### config.mk
export PLATFORM = sky130hd
export DESIGN_NAME = feature_split_sched
export DESIGN_NICKNAME = d
export VERILOG_FILES = /design/src/rtl/feature_split_pkg.sv /design/src/rtl/feature_split_sched_calc.sv /design/src/rtl/feature_split_sched.sv
export SDC_FILE = /design/constraint.sdc
export NUM_CORES = 1
export LEC_CHECK = 0
export ABC_AREA = 1
export CAP_MARGIN = 40
export CORE_MARGIN = 10
export CORE_UTILIZATION = 30
export CTS_CLUSTER_SIZE = 28
export DETAILED_ROUTE_END_ITERATION = 10
export PLACE_DENSITY = 0.58
export SLEW_MARGIN = 10
export SYNTH_ARGS = -nofsm -noshare
export SYNTH_HDL_FRONTEND = slang
export SYNTH_SLANG_ARGS = --single-unit
### constraint.sdc
create_clock -name clk -period 5 [get_ports clk]
set_input_delay 1 -clock clk [delete_from_list [all_inputs] [get_ports clk]]
set_output_delay 1 -clock clk [all_outputs]
set_load 0.005 [all_outputs]
### src/rtl/feature_split_pkg.sv
// feature_split_pkg: shared state encoding, default profile and helpers for feature_split_sched
package feature_split_pkg;
  typedef enum logic [1:0] {IDLE, EMIT, WAIT_RND} state_t;
  localparam int TOTAL_F_MAX_DEF = 4095;
  localparam int NUM_CORE_DEF = 64;
  localparam int F_PER_CORE_DEF = 32;
  localparam int EW_DEF = 16;
  localparam int CITESEER_F = 3703;
  function automatic int unsigned ceil_shift(input int unsigned v, input int sh);
    return (v + (32'd1 << sh) - 32'd1) >> sh;
  endfunction
endpackage

### src/rtl/feature_split_sched_calc.sv
// split_chunk_calc: sizes the next chunk of an edge against the cores still free in the round
module split_chunk_calc #(
  parameter int FW = 12,
  parameter int CW = 6,
  parameter int PW = 5
) (
  input  logic [FW-1:0] tot_f,
  input  logic [FW-1:0] cur_f,
  input  logic [CW:0]   cores_left,
  output logic [CW:0]   cnt,
  output logic [FW-1:0] f_hi,
  output logic          last
);
  logic [FW:0] rem, need;
  assign rem  = {1'b0, tot_f} - {1'b0, cur_f};
  assign need = (rem + (FW+1)'((1 << PW) - 1)) >> PW;
  assign last = need <= (FW+1)'(cores_left);
  assign cnt  = last ? need[CW:0] : cores_left;
  assign f_hi = last ? tot_f : cur_f + (FW'(cores_left) << PW);
endmodule

### src/rtl/feature_split_sched.sv
// feature_split_sched: splits each edge's feature range into per-round core assignment chunks
module feature_split_sched
  import feature_split_pkg::*;
#(
  parameter int TOTAL_F_MAX = TOTAL_F_MAX_DEF,
  parameter int NUM_CORE    = NUM_CORE_DEF,
  parameter int F_PER_CORE  = F_PER_CORE_DEF,
  parameter int EW          = EW_DEF,
  parameter int FW          = $clog2(TOTAL_F_MAX + 1),
  parameter int CW          = $clog2(NUM_CORE),
  parameter int PW          = $clog2(F_PER_CORE)
) (
  input  logic          clk,
  input  logic          rst_n,
  input  logic [FW-1:0] cfg_total_f,
  input  logic          e_valid,
  output logic          e_ready,
  input  logic [EW-1:0] e_id,
  output logic          a_valid,
  input  logic          a_ready,
  output logic [EW-1:0] a_edge,
  output logic [FW-1:0] a_f_lo,
  output logic [FW-1:0] a_f_hi,
  output logic [CW-1:0] a_core_base,
  output logic [CW:0]   a_core_cnt,
  output logic          a_last,
  output logic          need_multi,
  input  logic          flush,
  output logic          rnd_full,
  input  logic          rnd_go
);
  localparam logic [CW:0] NC = (CW+1)'(NUM_CORE);
  state_t        state_q, state_d;
  logic [FW-1:0] cur_f_q, cur_f_d, tot_f_q, tot_f_d;
  logic [CW:0]   cores_left_q, cores_left_d;
  logic          edge_pend_q, edge_pend_d, need_multi_q, need_multi_d;
  logic [EW-1:0] id_q, id_d, a_edge_q, a_edge_d;
  logic [FW-1:0] a_f_lo_q, a_f_lo_d, a_f_hi_q, a_f_hi_d;
  logic [CW-1:0] a_core_base_q, a_core_base_d;
  logic [CW:0]   a_core_cnt_q, a_core_cnt_d, calc_cnt, base_w;
  logic          a_last_q, a_last_d, calc_last, flush_go, load;
  logic [FW-1:0] calc_f_hi;
  // a flush only closes a round that already has cores handed out
  assign flush_go    = state_q == IDLE && flush && cores_left_q != NC;
  assign e_ready     = state_q == IDLE && !flush_go;
  assign a_valid     = state_q == EMIT;
  assign rnd_full    = state_q == WAIT_RND;
  assign a_edge      = a_edge_q;
  assign a_f_lo      = a_f_lo_q;
  assign a_f_hi      = a_f_hi_q;
  assign a_core_base = a_core_base_q;
  assign a_core_cnt  = a_core_cnt_q;
  assign a_last      = a_last_q;
  assign need_multi  = need_multi_q;
  always_comb begin
    state_d      = state_q;
    cur_f_d      = cur_f_q;
    tot_f_d      = tot_f_q;
    cores_left_d = cores_left_q;
    edge_pend_d  = edge_pend_q;
    need_multi_d = need_multi_q;
    id_d         = id_q;
    case (state_q)
      IDLE:
        if (flush_go) state_d = WAIT_RND;
        else if (e_valid) begin
          id_d         = e_id;
          tot_f_d      = cfg_total_f;
          cur_f_d      = '0;
          edge_pend_d  = 1'b1;
          need_multi_d = ceil_shift(32'(cfg_total_f), PW) > 32'(NUM_CORE);
          state_d      = EMIT;
        end
      EMIT:
        if (a_ready) begin
          cores_left_d = cores_left_q - a_core_cnt_q;
          cur_f_d      = a_f_hi_q;
          edge_pend_d  = !a_last_q;
          state_d      = (!a_last_q || cores_left_q == a_core_cnt_q) ? WAIT_RND : IDLE;
        end
      WAIT_RND:
        if (rnd_go) begin
          cores_left_d = NC;
          state_d      = edge_pend_q ? EMIT : IDLE;
        end
      default: state_d = IDLE;
    endcase
  end
  // the chunk is sized from next-state values so it is ready the cycle EMIT begins
  split_chunk_calc #(.FW(FW), .CW(CW), .PW(PW)) u_calc (
    .tot_f     (tot_f_d),
    .cur_f     (cur_f_d),
    .cores_left(cores_left_d),
    .cnt       (calc_cnt),
    .f_hi      (calc_f_hi),
    .last      (calc_last)
  );
  assign load   = state_d == EMIT && state_q != EMIT;
  assign base_w = NC - cores_left_d;
  always_comb begin
    a_edge_d      = load ? id_d : a_edge_q;
    a_f_lo_d      = load ? cur_f_d : a_f_lo_q;
    a_f_hi_d      = load ? calc_f_hi : a_f_hi_q;
    a_core_base_d = load ? base_w[CW-1:0] : a_core_base_q;
    a_core_cnt_d  = load ? calc_cnt : a_core_cnt_q;
    a_last_d      = load ? calc_last : a_last_q;
  end
  always_ff @(posedge clk or negedge rst_n) begin
    if (!rst_n) begin
      state_q       <= IDLE;
      cur_f_q       <= '0;
      tot_f_q       <= '0;
      cores_left_q  <= NC;
      edge_pend_q   <= 1'b0;
      need_multi_q  <= 1'b0;
      id_q          <= '0;
      a_edge_q      <= '0;
      a_f_lo_q      <= '0;
      a_f_hi_q      <= '0;
      a_core_base_q <= '0;
      a_core_cnt_q  <= '0;
      a_last_q      <= 1'b0;
    end else begin
      state_q       <= state_d;
      cur_f_q       <= cur_f_d;
      tot_f_q       <= tot_f_d;
      cores_left_q  <= cores_left_d;
      edge_pend_q   <= edge_pend_d;
      need_multi_q  <= need_multi_d;
      id_q          <= id_d;
      a_edge_q      <= a_edge_d;
      a_f_lo_q      <= a_f_lo_d;
      a_f_hi_q      <= a_f_hi_d;
      a_core_base_q <= a_core_base_d;
      a_core_cnt_q  <= a_core_cnt_d;
      a_last_q      <= a_last_d;
    end
  end
endmodule
==> results.toml <==
[status]
run_status = "complete, no violations"

[die]
rows = 50
pin_count = 92
effective_utilization_at_floorplan = 0.3063
placeableCoreArea_um2 = 18830
die_area_um2 = 25170
fp.dieW_um = 158.7
dieHeight_um = 158.7

[synthesis]
synth_async_reset_ratio = 1.000
ys_seq_elements = 105
synth.avg_cell_area_um2 = 8.384
synth_top_area_frac = 0.4512
synth_area_leaders = "sky130_fd_sc_hd__dfrtp_1, sky130_fd_sc_hd__nand2_1, sky130_fd_sc_hd__ha_1, sky130_fd_sc_hd__inv_1, sky130_fd_sc_hd__nand3_1"
mappedNetlistNets = 769
synth_edf_count = 0
synth-main-ff-cell = "sky130_fd_sc_hd__dfrtp_1"
synthDistinctLibCells = 38
netlist_top_cells_count = "sky130_fd_sc_hd__nand2_1, sky130_fd_sc_hd__dfrtp_1, sky130_fd_sc_hd__inv_1"
synthesis.instances = 688
cell_type_with_the_largest_total_area_after_synthesis = "sky130_fd_sc_hd__dfrtp_1"
synth.yosys.warnings = 0
cell_with_the_most_instances_after_synthesis = "sky130_fd_sc_hd__nand2_1"
synth_sequential_area_ratio = 0.4557
synth_area_um2 = 5768

[detailed_routing]
dr_total_vias = 5018
drc_errors_left = 0
drt_first_pass_iters = 4
post_drt_wl_per_cell_um = 15.37
top_layer = "met4"
wl_met1_um = 7773
wl_met3_um = 882
dr.first_iter.drc_count = 340
routed_wl_um = 17000
route.met2.wl_um = 8065
post_drt_via_cell_ratio = 4.537
antenna_violating_nets_post_route = 0

[worst_setup_path]
required_ns = 5.23
critical_path_source_type = "flip-flop"
critPathMaxStageDelay_ns = 0.43
worstPathMaxFanout = 9
worst-path-buf-inv = 5
crit_path_top_delay_cell = "sky130_fd_sc_hd__dfrtp_1"
worst_path_most_repeated_cell = "sky130_fd_sc_hd__ha_1"
crit_path_cell_trace = "inv_1 -> ha_1 -> nand2_1 -> a21oi_4 -> nand2_8 -> buf_4 -> a22oi_1 -> ha_1 -> ha_1 -> nand2_1 -> inv_1 -> a221oi_2 -> nand2_2 -> a21oi_2 -> xor2_2 -> ha_1 -> a21o_1 -> a21oi_2 -> o211ai_2 -> buf_4 -> buf_4 -> nand4_1 -> nand3_1"
crit_type = "flip-flop to flip-flop"
worstPathArrival_ns = 4.90
crit_family = "compound AO/OA/AOI/OAI gates"
cp-end-kind = "flip-flop"

[clock_tree]
root_buffer = "sky130_fd_sc_hd__clkbuf_16"
cts_tree = "built"
clock_sink_count = 105
cts-htree-levels = 3
worstSkewPairLatency_ns = 0.36
tritoncts_buffer_count = 9
cts.path.max_buffers = 2
clock_transition_at_path_regs_ns = 0.07

[final_layout]
area_delta_synth_final_pct = 39.46
layout_cell_share_with_drive_strength_beyond_1 = 0.1761
number_of_filler_instances_in_the_final_layout = 1825
finish.net_count = 923
antenna-diode-count = 0

[global_route]
grt_antenna_before_repair = 0
number_of_global_route_vias_before_repair = 5057
grt_first_pass_wirelength_um = 26850
grt_max_degree = 69
grt_overflow = 0
overall_fraction_of_global_route_tracks_in_use = 0.1351

[timing]
final_max_slew_viol_count = 0
hold_viol_final = 0
min_period_ns = 4.665
setup-violations-final = 0
final_min_period_over_clock_period = 0.9330
fin_skew_ns = 0.01001
grt_setup_unrepaired = "false"
fin_setup_tns_ns = 0
slew_at_the_pin_closest_to_its_max_slew_limit_ns = 0.8501
maxClockFrequency_mhz = 214.4
worst_slew_margin_rel = 0.4324

[placement]
hpwl_um = 12700
portBuffers = 91
globalplace.congestion = 0.8444

[worst_hold_path]
hp-class = "flip-flop to flip-flop"

[run]
timing.max_cap.violations = 0
==> cells in the final DEF, fill, tap and decap left out, types with 3 or more instances in the layout <==
cell / count
sky130_fd_sc_hd__nor4_1: 3
sky130_fd_sc_hd__nor2_1: 33
sky130_fd_sc_hd__clkbuf_16: 9
sky130_fd_sc_hd__nand2_1: 182
sky130_fd_sc_hd__clkdlybuf4s50_1: 87
sky130_fd_sc_hd__dfrtp_1: 104
sky130_fd_sc_hd__a21oi_1: 16
sky130_fd_sc_hd__a31oi_1: 18
sky130_fd_sc_hd__dlymetal6s2s_1: 3
sky130_fd_sc_hd__xor2_1: 12
sky130_fd_sc_hd__buf_4: 69
sky130_fd_sc_hd__xnor2_1: 4
sky130_fd_sc_hd__ha_4: 8
sky130_fd_sc_hd__nand3_1: 52
sky130_fd_sc_hd__a22oi_2: 4
sky130_fd_sc_hd__o21ai_1: 9
sky130_fd_sc_hd__buf_6: 5
sky130_fd_sc_hd__o21ai_0: 25
sky130_fd_sc_hd__inv_1: 76
sky130_fd_sc_hd__nor2_2: 3
sky130_fd_sc_hd__nor3_1: 4
sky130_fd_sc_hd__ha_1: 36
sky130_fd_sc_hd__nand4_1: 16
sky130_fd_sc_hd__a22oi_1: 5
sky130_fd_sc_hd__nand2_2: 9
sky130_fd_sc_hd__inv_2: 4
sky130_fd_sc_hd__or2_2: 6
sky130_fd_sc_hd__o21ai_2: 3
==> worst paths after layout <==
check | slack, ns | startpoint | depth (start not counted) | end
min in group asynchronous | 0.75 | rst_n | 2 | a_f_lo[5]
hold reg to reg | 0.48 | a_core_base[1] | 2 | a_core_base[1]
setup reg to reg | 0.33 | state_q[0] | 23 | a_f_hi[3]
hold / removal | 0.48 | a_core_base[1] | 2 | a_core_base[1]
max in group asynchronous | 3.73 | rst_n | 2 | a_f_hi[2]
setup / recovery | 0.33 | state_q[0] | 23 | a_f_hi[3]
==> tightest hold or removal path: stages, from the launching register on <==
cell and delay (ns):
sky130_fd_sc_hd__dfrtp_1 0.35, sky130_fd_sc_hd__nand2_1 0.05, sky130_fd_sc_hd__nand2_1 0.05
==> state kept, by name, summed over array words and instances, names as in the netlist <==
name,count
a_edge,16
edge_pend_q,1
state_q,2
a_f_hi,12
cur_f_q,12
a_core_base,6
cores_left_q,7
need_multi,1
a_f_lo,12
tot_f_q,12
a_core_cnt,7
id_q,16
a_last,1
==> final cells by class <==
| class | instances | area (um2) | area share |
|---|---|---|---|
| tap | 260 | 325.3 | 0.04044 |
| multi-input combinational | 477 | 2930 | 0.3643 |
| clock inverter | 6 | 90.09 | 0.01120 |
| sequential | 105 | 2629 | 0.3268 |
| clock buffer | 9 | 225.2 | 0.02800 |
| inverter | 81 | 306.5 | 0.03811 |
| timing repair buffer | 168 | 1538 | 0.1912 |
==> what timing repair did <==
action	CTS	global route
hold buffers	0	0
gates cloned	0	3
setup endpoints to repair	20	20
setup buffers	1	4
resized for setup	3	58
pin swaps	1	22
endpoints found under the hold margin	0	0
==> metrics by stage <==
stage	hold slack (ns)	setup WS (ns)	util	instance area, um2	instances
floorplan	0.4445	0.4004	-	5768	688
global placement	0.4574	-0.4973	0.3924	7388	1082
detailed placement	0.4628	-0.4990	0.3926	7393	1083
CTS	0.4807	0.01481	0.4110	7740	1099
global route	0.5000	0.06586	0.4272	8044	1106
finish	0.4763	0.3348	0.4272	8044	1106
==> per-layer routing <==
| metal | vias to the layer above | global-route usage |
|---|---|---|
| met3 | 17 | 0.02806 |
| met1 | 2339 | 0.1759 |
| met4 | 0 | 0.04676 |
| li1 | 2571 | - |
| met5 | - | 0 |
| met2 | 91 | 0.2174 |
==> kinds of logic after synthesis <==
family | synth area share
AND/OR/NAND/NOR | 0.2358
buffers and inverters | 0.07722
flip-flops | 0.4557
AO/OA/AOI/OAI | 0.09783
adder cells (fa/ha/maj) | 0.1046
XOR/XNOR | 0.02885
Power is left out: the tool's default activity adds up to more than one toggle a clock period on the data nets, which glitch-free logic cannot reach.
==> RTL edit 1 (config.mk and constraints unchanged) <==
Take the reset off `id_q` and load it in a clocked block of its own.
--- a/src/rtl/feature_split_sched.sv
+++ b/src/rtl/feature_split_sched.sv
@@ -113,7 +113,6 @@
       cores_left_q  <= NC;
       edge_pend_q   <= 1'b0;
       need_multi_q  <= 1'b0;
-      id_q          <= '0;
       a_edge_q      <= '0;
       a_f_lo_q      <= '0;
       a_f_hi_q      <= '0;
@@ -127,7 +126,6 @@
       cores_left_q  <= cores_left_d;
       edge_pend_q   <= edge_pend_d;
       need_multi_q  <= need_multi_d;
-      id_q          <= id_d;
       a_edge_q      <= a_edge_d;
       a_f_lo_q      <= a_f_lo_d;
       a_f_hi_q      <= a_f_hi_d;
@@ -136,4 +134,8 @@
       a_last_q      <= a_last_d;
     end
   end
+
+  always_ff @(posedge clk) begin
+    id_q <= id_d;
+  end
 endmodule
Formal check against the unedited RTL: no difference found for any inputs over 4 cycles, from zero or initial values and one cycle with rst_n low; that may be too few to reach the edited logic, so the function may still have changed.
==> RTL edit 1 against the unedited design <==
  * Wire length shrank 1.4%
  * Final area down 1.9%
  * Clock skew fell by 0.0012 ns
  * Sequential cell count stayed put
  * Area after synthesis is 1.4% lower
  * Via count grew 0.92%
  * Worst setup slack worse by 0.11 ns
  * Cell count shrank 2.3%
Power is left out: the tool's default activity adds up to more than one toggle a clock period on the data nets, which glitch-free logic cannot reach.
==> RTL edit 1: results (changes against the unedited design) <==
| Metric | Value | Unit | vs unedited |
| --- | --- | --- | --- |
| Fraction of layout cells with a size suffix above 1 | 17.5 | % | was 17.6% |
| Max stage delay cell, worst path | sky130_fd_sc_hd__clkdlybuf4s50_1 | - | was sky130_fd_sc_hd__dfrtp_1 |
| Largest cells by area after synthesis | sky130_fd_sc_hd__dfrtp_1 39%, sky130_fd_sc_hd__nand2_1 12%, sky130_fd_sc_hd__ha_1 9.9% | - | was sky130_fd_sc_hd__dfrtp_1 45%, sky130_fd_sc_hd__nand2_1 12%, sky130_fd_sc_hd__ha_1 9.8% |
| Initial DRC Count | 252 | - | was 340 |
| Adder-Cell Fraction of Synth Area | 10.6 | % | was 10.5% |
| Most common library cells after synthesis | 186 x sky130_fd_sc_hd__nand2_1, 88 x sky130_fd_sc_hd__dfrtp_1, 79 x sky130_fd_sc_hd__inv_1 | - | was 186 x sky130_fd_sc_hd__nand2_1, 104 x sky130_fd_sc_hd__dfrtp_1, 79 x sky130_fd_sc_hd__inv_1 |
| Fin Hold WS | 0.452 | ns | was 0.476 ns |
| Slew @ Worst Pin | 0.708 | ns | was 0.850 ns |
| Capture instance of the worst register-to-register path | a_f_hi[1] | - | was a_f_hi[3] |
| CP delay by family, top | buffers and inverters | - | was compound AO/OA/AOI/OAI gates |
| Post-route clock skew | 0.00877 | ns | was 0.0100 ns |
| Setup slack of the most critical reg-to-reg path | 0.36 | ns | was 0.33 ns |
| Wire per inst | 15.5 | um | was 15.4 um |
| Global Route Usage Sum | 13.4 | % | was 13.5% |
| Data arrival time of the worst path | 5.02 | ns | was 4.90 ns |
| XOR/XNOR Fraction of Synth Area | 2.93 | % | was 2.89% |
| Reg2reg path depth | 28 | - | was 23 |
| Global-route wire length before repair | 26200 | um | was 26800 um |
| Share of synthesized registers carrying an async set or reset | 84.8 | % | was 100% |
| Count of fill cells added during filler insertion | 1858 | - | was 1825 |
| Status | completed | - | unchanged |
| Number of iterations in the first detailed-routing pass | 5 | - | was 4 |
| Final GP Congestion | 0.875 | - | was 0.844 |
| Area fraction in compound gates after synthesis | 9.92 | % | was 9.78% |
| Count of different cell masters after synthesis | 39 | - | was 38 |
| Worst Min Path Start | id_q[13] | - | was a_core_base[1] |
| Drt via density | 4.68 | - | was 4.54 |
| Number of global-route vias before repair | 4845 | - | was 5057 |
| Clock H-tree levels | 3 | - | unchanged |
| Top achievable clock speed | 209 | MHz | was 214 MHz |
| Hold endpoint | id_q[13] | - | was a_core_base[1] |
[RTL edit 1: cells by family after synthesis]
kind of cell | Yosys count
AOI/OAI and AO/OA | 96
xor gates and xnor gates | 19
adders and majority gates | 47
buffers and inverters | 106
DFF | 105
and+or+nand+nor | 315
[RTL edit 1: final cells by class]
| type | instances | area share [%] |
|---|---|---|
| clock buffer | 11 | 3.34 |
| clock inverter | 5 | 0.571 |
| inverter | 81 | 3.90 |
| multi-input combinational | 477 | 36.5 |
| sequential | 105 | 32.3 |
| tap | 234 | 3.71 |
| timing repair buffer | 168 | 19.6 |
[RTL edit 1: worst max path at each step]
stage	cells after the start	endpoint	slack, ns	startpoint
floorplan	21	a_core_cnt[5]	0.40	a_ready
global placement	23	a_f_hi[7]	-0.38	a_ready
detailed placement	23	a_f_hi[7]	-0.45	a_ready
CTS	23	a_f_hi[7]	0.01	a_ready
global route	26	a_f_hi[1]	-0.02	flush
finish	28	a_f_hi[1]	0.22	flush
[RTL edit 1: metrics by stage]
stage / cells / util (%) / setup slack (ns) / cell area [um2]
after floorplan: 688 / - / 0.400 / 5690
after global placement: 1058 / 38.9 / -0.378 / 7280
after detailed placement: 1059 / 39.0 / -0.454 / 7300
after CTS: 1075 / 40.7 / 0.0144 / 7610
after global routing: 1081 / 42.2 / -0.0202 / 7890
final: 1081 / 42.2 / 0.222 / 7890
[RTL edit 1: repair_timing]
| action | 4_1_cts | 5_1_grt |
|---|---|---|
| buffers inserted | 0 | 4 |
| cloned | 0 | 1 |
| pin swaps | 0 | 21 |
| gates resized for setup | 1 | 48 |
| endpoints found under the setup margin | 20 | 20 |
[RTL edit 1: per-layer routing]
metal	vias to the layer above	GRT usage, %	share of wire (%)
li1	2568	-	-
met1	2388	18.0	47
met2	92	21.1	47
met3	16	2.74	4.6
met4	0	4.36	1.5
met5	-	0	0
==> RTL edit 2 (same flow settings) <==
Made on the original files. Set the package constant `EW_DEF` to 17 (it was 16).
--- a/src/rtl/feature_split_pkg.sv
+++ b/src/rtl/feature_split_pkg.sv
@@ -4,7 +4,7 @@
   localparam int TOTAL_F_MAX_DEF = 4095;
   localparam int NUM_CORE_DEF = 64;
   localparam int F_PER_CORE_DEF = 32;
-  localparam int EW_DEF = 16;
+  localparam int EW_DEF = 17;
   localparam int CITESEER_F = 3703;
   function automatic int unsigned ceil_shift(input int unsigned v, input int sh);
     return (v + (32'd1 << sh) - 32'd1) >> sh;
Ports: changed (resized a_edge and e_id); port bits go from 92 to 94. No check against the original RTL was run, so the function may have changed too.
==> RTL edit 2 against the unedited design <==
  * Worst setup slack got worse by 0.097 ns
  * Wire length increased by 1.6%
  * Sequential share of layout area up 0.12 points
  * Synthesized cell count increased by 1.2%
  * Area after synthesis is 1.8% higher
  * Clock skew decreased by 0.00089 ns
  * Cell count is 1.9% higher
  * First-iteration DRC count up 0.29%
  * Sequential cell count increased by 2
  * Non-clock buffer count rose by 7
  * Final area up 1.5%
  * Largest cell class unchanged
Power is left out: the tool's default activity adds up to more than one toggle a clock period on the data nets, which glitch-free logic cannot reach.
==> RTL edit 2: results (changes against the unedited design) <==
| Metric | Value | Unit | vs unedited |
| --- | --- | --- | --- |
| Share of synthesized area occupied by flip-flops and latches | 45.6 | % | about the same |
| Largest cells by area after synthesis | sky130_fd_sc_hd__dfrtp_1 45%, sky130_fd_sc_hd__nand2_1 12%, sky130_fd_sc_hd__ha_1 9.6% | - | was sky130_fd_sc_hd__dfrtp_1 45%, sky130_fd_sc_hd__nand2_1 12%, sky130_fd_sc_hd__ha_1 9.8% |
| Data arrival time of the worst path | 5.01 | ns | was 4.90 ns |
| Setup slack of the most critical reg-to-reg path | 0.48 | ns | was 0.33 ns |
| Worst Min Path Start | a_f_lo[5] | - | was a_core_base[1] |
| Max-Slew Margin vs Limit | 49.1 | % | was 43.2% |
| Clock slew at reported path FFs | 0.07 | ns | about the same |
| Clock H-tree levels | 3 | - | unchanged |
| Worst hold path stage count | 2 | - | unchanged |
| Number of warnings issued by yosys | 0 | - | unchanged |
| Reg2Reg Launch Point | state_q[0] | - | unchanged |
| Reg2reg path depth | 27 | - | was 23 |
| Drt via density | 4.63 | - | was 4.54 |
| Post-Synthesis Net Count | 778 | - | was 769 |
| Area of placed instances | 0.00760 | mm2 | was 0.00739 mm2 |
| Total clock buffers created by CTS | 9 | - | unchanged |
| Total routed wirelength | 17300 | um | was 17000 um |
| Global-route wire length before repair | 27900 | um | was 26800 um |
| Count of different cell masters after synthesis | 42 | - | was 38 |
| Fraction of layout cells with a size suffix above 1 | 18.1 | % | was 17.6% |
| Met3 demand-to-capacity share in global routing | 1.90 | % | was 2.81% |
| Diodes inserted | 0 | - | unchanged |
| Insertion delay of the later-clocked pin in the worst-skew pair | 0.36 | ns | about the same |
| Final GP Congestion | 0.861 | - | was 0.844 |
| Count of fill cells added during filler insertion | 1920 | - | was 1825 |
| Most common library cells after synthesis | 187 x sky130_fd_sc_hd__nand2_1, 106 x sky130_fd_sc_hd__dfrtp_1, 79 x sky130_fd_sc_hd__inv_1 | - | was 186 x sky130_fd_sc_hd__nand2_1, 104 x sky130_fd_sc_hd__dfrtp_1, 79 x sky130_fd_sc_hd__inv_1 |
| Max stage delay cell, worst path | sky130_fd_sc_hd__clkdlybuf4s50_1 | - | was sky130_fd_sc_hd__dfrtp_1 |
| Status | completed | - | unchanged |
| Final nets | 939 | - | was 923 |
| Capture instance of the worst register-to-register path | a_core_cnt[4] | - | was a_f_hi[3] |
| Global routing usage on met2 | 21.2 | % | was 21.7% |
| Post-route clock skew | 0.00912 | ns | was 0.0100 ns |
| Global Route Usage Sum | 13.4 | % | was 13.5% |
| GR Layer Usage met1 | 17.7 | % | was 17.6% |
| Number of buffer cells added on primary ports | 93 | - | was 91 |
| Number of global-route vias before repair | 5220 | - | was 5057 |
| Dpl hpwl | 13100 | um | was 12700 um |
| Largest net degree at the start of global routing | 71 | - | was 69 |
| Largest stage delay on the critical path | 0.48 | ns | was 0.43 ns |
| CP delay by family, top | compound AO/OA/AOI/OAI gates | - | unchanged |
| Initial DRC Count | 341 | - | was 340 |
| Hold endpoint | a_f_lo[5] | - | was a_core_base[1] |
| Root buf cell | sky130_fd_sc_hd__clkbuf_16 | - | unchanged |
-- RTL edit 2: how the worst max path moves through the flow --
| stage | from | to | slack [ns] | depth (start not counted) |
|---|---|---|---|---|
| finish | flush | a_core_cnt[4] | 0.24 | 26 |
| global route | a_ready | a_f_hi[9] | -0.05 | 27 |
| CTS | flush | a_f_hi[7] | 0.05 | 29 |
| detailed placement | flush | a_f_hi[9] | -0.40 | 26 |
| global placement | flush | a_core_cnt[2] | -0.41 | 26 |
| floorplan | a_ready | a_core_cnt[5] | 0.40 | 21 |
-- RTL edit 2: layer usage --
metal	up-vias	share of wire (%)
met5	-	0
met4	0	2.9
met3	29	4.1
met2	116	47
met1	2456	46
li1	2616	-
-- RTL edit 2: final cells by class --
type	count	area [um2]	share of cell area, %
Timing Repair Buffer	175	1590	19.4
Clock buffer	10	229	2.80
Clock inverter	6	73.8	0.904
Tap cell	265	332	4.06
Sequential cell	107	2680	32.8
Multi-Input combinational cell	482	2960	36.2
Inverter	82	312	3.81
-- RTL edit 2: repair_timing --
action / 4_1_cts / 5_1_grt
setup buffers: 0 / 6
gates resized for setup: 2 / 42
endpoints found under the setup margin: 19 / 20
pin swaps: 0 / 21
-- RTL edit 2: kinds of logic (layout without fill, tap and decap cells) --
group	after synthesis	count (layout)	share of synthesized area, %
AOI/OAI and AO/OA	98	98	9.97
xor gates and xnor gates	18	18	2.68
adders and majority gates	47	47	10.3
buffers and inverters	107	273	7.48
DFF	107	107	45.6
and+or+nand+nor	319	319	24.0
-- RTL edit 2: per-stage QoR --
stage / hold WS [ns] / worst slack (ns) / cells
global placement: 0.458 / -0.408 / 1105
global route: 0.500 / -0.0533 / 1127
detailed placement: 0.461 / -0.401 / 1105
finish: 0.477 / 0.237 / 1127
floorplan: 0.445 / 0.398 / 696
CTS: 0.480 / 0.0467 / 1121
